$ cat src/rtl/fir_coef_bank.sv
// -----------------------------------------------------------------------------
// fir_coef_bank
//
// Double-buffered coefficient store for the FIR tap chain. The host writes
// single coefficients into a shadow bank over a valid/ready port. A commit
// request arms a swap. The swap copies the whole shadow bank into the active
// bank on the next sample strobe, so the taps never see a half-updated set.
//
// Parameters:
//    DATA_WIDTH  coefficient width, signed Q1.(DATA_WIDTH-1)
//    NUM_TAPS    number of coefficients (2..256)
//    ADDR_WIDTH  write address width, >= clog2(NUM_TAPS)
//
// Ports:
//    i_clk, i_rst        clock, synchronous active-high reset
//    i_en                sample strobe shared with the tap chain
//    i_wr_valid          write request
//    iv_wr_addr          tap index to write
//    iv_wr_data          coefficient to write
//    o_wr_ready          write accepted (IDLE only)
//    i_commit            request to apply the shadow bank
//    o_commit_pending    commit armed, swap not yet done
//    ov_weights          active bank, tap k at [k*DATA_WIDTH +: DATA_WIDTH]
//    o_swapped           one-cycle pulse after each swap
//    ov_swap_cnt         completed swaps, wraps 255 -> 0
//    o_addr_err          one-cycle pulse after a write to an address >= NUM_TAPS
// -----------------------------------------------------------------------------
module fir_coef_bank #(
   parameter int DATA_WIDTH = 24,
   parameter int NUM_TAPS   = 8,
   parameter int ADDR_WIDTH = 3
) (
   input  logic                           i_clk,
   input  logic                           i_rst,
   input  logic                           i_en,
   input  logic                           i_wr_valid,
   input  logic [ADDR_WIDTH-1:0]          iv_wr_addr,
   input  logic [DATA_WIDTH-1:0]          iv_wr_data,
   output logic                           o_wr_ready,
   input  logic                           i_commit,
   output logic                           o_commit_pending,
   output logic [NUM_TAPS*DATA_WIDTH-1:0] ov_weights,
   output logic                           o_swapped,
   output logic [7:0]                     ov_swap_cnt,
   output logic                           o_addr_err
);

   localparam int BANK_W = NUM_TAPS * DATA_WIDTH;

   localparam logic [0:0] ST_IDLE    = 1'b0;
   localparam logic [0:0] ST_PENDING = 1'b1;

   // Reset bank: tap 0 just below +1.0 so the filter passes samples through,
   // every other tap zero.
   localparam logic [BANK_W-1:0] RESET_BANK =
      {{(BANK_W-DATA_WIDTH){1'b0}}, 1'b0, {(DATA_WIDTH-1){1'b1}}};

   logic [0:0]        state_q,    state_d;
   logic [BANK_W-1:0] shadow_q,   shadow_d;
   logic [BANK_W-1:0] active_q,   active_d;
   logic              swapped_q,  swapped_d;
   logic              addr_err_q, addr_err_d;
   logic [7:0]        swap_cnt_q, swap_cnt_d;

   logic              addr_in_range_s;

   assign addr_in_range_s = (32'(iv_wr_addr) < 32'(NUM_TAPS));

   // Next-state computation for the handshake FSM, both banks and status flags.
   always_comb begin
      state_d    = state_q;
      shadow_d   = shadow_q;
      active_d   = active_q;
      swapped_d  = 1'b0;
      addr_err_d = 1'b0;
      swap_cnt_d = swap_cnt_q;
      case (state_q)
         ST_IDLE: begin
            // An out-of-range write still completes the handshake; it is
            // dropped and flagged.
            if (i_wr_valid) begin
               if (addr_in_range_s) begin
                  for (int k = 0; k < NUM_TAPS; k++) begin
                     if (32'(iv_wr_addr) == 32'(k)) begin
                        shadow_d[k*DATA_WIDTH +: DATA_WIDTH] = iv_wr_data;
                     end else begin
                        shadow_d[k*DATA_WIDTH +: DATA_WIDTH] = shadow_q[k*DATA_WIDTH +: DATA_WIDTH];
                     end
                  end
               end else begin
                  addr_err_d = 1'b1;
               end
            end else begin
               shadow_d = shadow_q;
            end
            // i_en in the commit cycle is deliberately not a swap edge: the
            // swap always waits for a later strobe.
            if (i_commit) begin
               state_d = ST_PENDING;
            end else begin
               state_d = ST_IDLE;
            end
         end
         ST_PENDING: begin
            if (i_en) begin
               active_d   = shadow_q;
               swapped_d  = 1'b1;
               swap_cnt_d = swap_cnt_q + 8'd1;
               state_d    = ST_IDLE;
            end else begin
               state_d    = ST_PENDING;
            end
         end
         default: begin
            state_d = ST_IDLE;
         end
      endcase
   end

   // State registers with synchronous reset taking priority over everything.
   always_ff @(posedge i_clk) begin
      if (i_rst) begin
         state_q    <= ST_IDLE;
         shadow_q   <= RESET_BANK;
         active_q   <= RESET_BANK;
         swapped_q  <= 1'b0;
         addr_err_q <= 1'b0;
         swap_cnt_q <= 8'd0;
      end else begin
         state_q    <= state_d;
         shadow_q   <= shadow_d;
         active_q   <= active_d;
         swapped_q  <= swapped_d;
         addr_err_q <= addr_err_d;
         swap_cnt_q <= swap_cnt_d;
      end
   end

   // Handshake outputs are decoded from the state flop only, so they carry no
   // path from any input.
   assign o_wr_ready       = (state_q == ST_IDLE);
   assign o_commit_pending = (state_q == ST_PENDING);

   assign ov_weights  = active_q;
   assign o_swapped   = swapped_q;
   assign ov_swap_cnt = swap_cnt_q;
   assign o_addr_err  = addr_err_q;

endmodule

$ cat config.mk
export PLATFORM = sky130hd
export DESIGN_NAME = fir_coef_bank
export DESIGN_NICKNAME = d
export VERILOG_FILES = /design/src/rtl/fir_coef_bank.sv
export SDC_FILE = /design/constraint.sdc
export NUM_CORES = 1
export LEC_CHECK = 0
export ABC_CLOCK_PERIOD_IN_PS = 1500
export BUFFER_PORTS_ARGS = -buffer_cell sky130_fd_sc_hd__buf_2
export CAP_MARGIN = 25
export CORE_ASPECT_RATIO = 1.2
export CORE_MARGIN = 2
export CORE_UTILIZATION = 25
export CTS_CLUSTER_SIZE = 40
export DETAILED_ROUTE_END_ITERATION = 8
export GPL_ROUTABILITY_DRIVEN = 0
export HOLD_SLACK_MARGIN = 0.05
export PLACE_DENSITY = 0.42
export SETUP_SLACK_MARGIN = 0.15
export SYNTH_ARGS = -nofsm -noshare
export SYNTH_HDL_FRONTEND = slang
export SYNTH_SLANG_ARGS = --single-unit
$ cat constraint.sdc
create_clock -name i_clk -period 1.5 [get_ports i_clk]
set_input_delay 0 -clock i_clk [delete_from_list [all_inputs] [get_ports i_clk]]
set_output_delay 0 -clock i_clk [all_outputs]
set_load 0.01 [all_outputs]
==> impl_results.md <==
- Largest family of logic cells by synthesized area: compound AO/OA/AOI/OAI gates
- Overflow after GRT: 0
- Share of cells above drive strength 1: 0.310
- Largest net degree at the start of global routing: 74
- Overall die area: 59,700 um^2
- Seq. cell area: 7890 um^2
- Post-synth top flop: dfxtp_1
- Fillers: 5,884
- Synth async-reset ratio: 0
- Die H: 267 um
- Syn Nets: 1,799
- CP Class: reg -> reg
- Crit share post-route: 0.983
- Yosys cell types: 32
- Worst-Skew Late Latency: 0.57 ns
- CTS tree: built
- Drt total wl: 59,100 um
- Vias per cell: 4.88
- Post-synthesis simple-gate area fraction: 0.194
- Synth Area in Compound Gates: 0.194
- Leak pwr: 7.55 nW
- Met2 Wirelength: 28,100 um
- Critical Path AT: 1.92 ns
- Clock buffer depth: 3
- Sequential area share after synthesis: 0.546
- Routed wl met3: 2790 um
- Worst slack, placed: -0.0274 ns
- Top Layer Used: met5
- Clk root buf: clkbuf_16
- CP startpoint kind: flop
- PwrDens: 1160 nW/um^2
- Hold Path Cell Cnt: 4
- Area grow syn2layout: 43.3%
- Metal1 wirelength: 26,500 um
- Number of global-route vias before repair: 12,852
- FF-to-FF End: shadow_q[50]
- GRT Overall Usage: 0.184
- Ys Warns: 0
- Post-Synthesis Cells: 1,766
- DRT Pass-1 Iters: 5
- # DRC: 0
- Flops & latches, synth: 394
- # rows: 96
- I/O Pins: 236
- Final Skew: 0.0196 ns
- Placed cell count: 2,623
- Routed len/inst: 21.1 um
- Synth Area in Adders: 0.000867
- Share of the synthesized area in the top cell type: 0.546
- Final instance count without filler cells: 2,799
- Post-Synth XOR/XNOR Area: 0.00121
- Multi-input logic area: 6630 um^2
- Routed vias: 13,658
- RSZ-0062 raised after global routing: true
- Max-slew violations: 0
- Initial Utilization: 0.253
- Cell taking the most area after synthesis: dfxtp_1
- Final HPWL DP: 34,700 um
- First-pass GRT wire length: 82,700 um
- WP data required: 1.94 ns
- R2R Setup Slk: 0.03 ns
- Setup violators final: 0
- Multiplexer share of the synthesized area: 0
- Reg2reg start: o_commit_pending
- VDD IR max: 0.709 mV
- Layout Nets: 2,063
- Hold crit path type: in -> reg
- F_max: 678 MHz
- Avg Inst Size Synth: 8.18 um^2
- Final antenna-violating net count: 0
- Final WS setup: 0.0260 ns
- Final Critical Period: 1.47 ns
- Max H-tree Level: 2
- EDFF count, synth: 0
- Number of port buffers: 234
- Max Cap Violations: 0
- CTS clk-pin slew, worst paths: 0.07 ns
- TritonCTS Buffers: 44
- Normalized max-slew margin: 0.539
- Status: completed
- Final hold violation count: 0
- Diodes inserted: 0
- Area of the core: 57,200 um^2
- Initial antenna violation count: 3
- Chip width: 223 um
- DR iter-0 viols: 1,002
- FF-to-FF path depth: 6
- Synth Cell Area: 14,400 um^2
- Sink Count: 394
- Top cells by area, synth: dfxtp_1 (55%), a21oi_1 (12%), nand2_1 (10%), nand3_1 (5.9%), o21ai_0 (5.0%)
- Worst Setup End Kind: flop
- Crit path max fanout: 20
- Hold_sp: i_wr_valid
- Worst-Margin Slew: 0.691 ns
- Hold EP: shadow_q[37]
[worst max path at each step]
stage,from,slack [ns],depth (start not counted),to
6_report,o_commit_pending,0.03,6,shadow_q[50]
3_5_place_dp,o_commit_pending,-0.03,3,shadow_q[5]
3_3_place_gp,o_commit_pending,0.02,4,shadow_q[136]
4_1_cts,o_commit_pending,0.05,4,shadow_q[136]
5_1_grt,o_commit_pending,-0.03,6,shadow_q[68]
2_1_floorplan,o_commit_pending,0.12,6,shadow_q[43]
[placed cells by master (no fill, tap or decap), types with 3 or more instances in the layout]
master / Yosys / routed
o21ai_0: 143 / 59
clkbuf_1: 116 / 11
and3_1: 23 / 15
buf_12: 0 / 42
inv_1: 3 / 3
nand3b_1: 24 / 24
dfxtp_1: 394 / 392
clkbuf_8: 0 / 11
nand3_4: 0 / 21
buf_6: 9 / 9
buf_4: 18 / 51
nand2_8: 0 / 3
clkbuf_16: 0 / 61
buf_8: 0 / 9
nor2_1: 5 / 4
a21oi_1: 345 / 266
nand3_2: 0 / 19
a21oi_2: 0 / 79
buf_2: 39 / 233
clkinv_2: 0 / 7
nand3_1: 171 / 131
buf_16: 0 / 16
or3_1: 4 / 4
dlygate4sd3_1: 0 / 30
nand2_2: 1 / 12
o21ai_1: 30 / 78
nand2_1: 389 / 376
and3_4: 0 / 8
o21ai_4: 0 / 3
a211o_1: 23 / 23
o21ai_2: 0 / 33
[metal layers]
metal | track usage | vias up
li1 | - | 6562
met1 | 0.242 | 6676
met2 | 0.306 | 339
met3 | 0.0332 | 79
met4 | 0.0627 | 2
met5 | 0 | -
[report_power, final]
part | total, mW | internal, mW | switching (mW)
logic | 2.37 | 0.913 | 1.46
clock network | 10.9 | 6.41 | 4.49
registers | 10.7 | 10.6 | 0.0978
[logic make-up after synthesis]
logic type,Yosys count
AO/OA/AOI/OAI,542
XOR/XNOR,2
adder cells (fa/ha/maj),1
buffers and inverters,195
flip-flops,394
other,1
AND/OR/NAND/NOR,631
[stage by stage]
step	utilization	power, mW	instance area, um^2	setup TNS (ns)	hold slack, ns
after floorplan	-	11.8	14400	0	0.143
after global placement	0.292	12.6	16700	0	0.235
after detailed placement	0.292	12.6	16700	-0.310	0.241
after CTS	0.335	23.9	19100	0	0.0543
after global routing	0.362	24.8	20700	-0.260	0.0922
final	0.362	24.0	20700	0	0.113
[sequential cells by signal, indices dropped and copies added, names as in the netlist]
name,flops
shadow_q,192
ov_swap_cnt,8
ov_weights,192
o_swapped,1
o_commit_pending,1
[synth_stat cells (all sizes together) (2+ instances only)]
library cell	number
nand3	171
inv	3
or3	4
nor2	5
clkbuf	119
a21oi	345
nand2b	2
buf	73
and3	23
dfxtp	394
nand2	390
o21ai	173
and2	2
xnor2	2
nand3b	24
nand4	2
a211o	23
nor2b	3
[critical path, stage by stage, from the launching register on]
cell	delay, ns
dfxtp_4	0.37
nand3b_1	0.18
buf_6	0.16
buf_12	0.16
buf_12	0.16
o21ai_0	0.22
a21oi_2	0.08
[final cells by class]
cell class / instances / share of cell area
Multi-Input combinational cell: 1180 / 0.320
Timing Repair Buffer: 407 / 0.184
Clock inverter: 13 / 0.00617
Sequential cell: 394 / 0.381
Inverter: 3 / 0.000544
Tap cell: 735 / 0.0444
Clock buffer: 67 / 0.0637
[timing repair]
| action | in CTS | in global routing |
|---|---|---|
| hold buffers | 30 | 0 |
| endpoints found under the hold margin | 235 | 0 |
| cloned | 14 | 21 |
| pin swaps | 8 | 69 |
| resized for setup | 38 | 259 |
| setup endpoints to repair | 192 | 368 |
| buffers inserted | 19 | 12 |
Note: power is estimated with default switching activity, not from simulation.
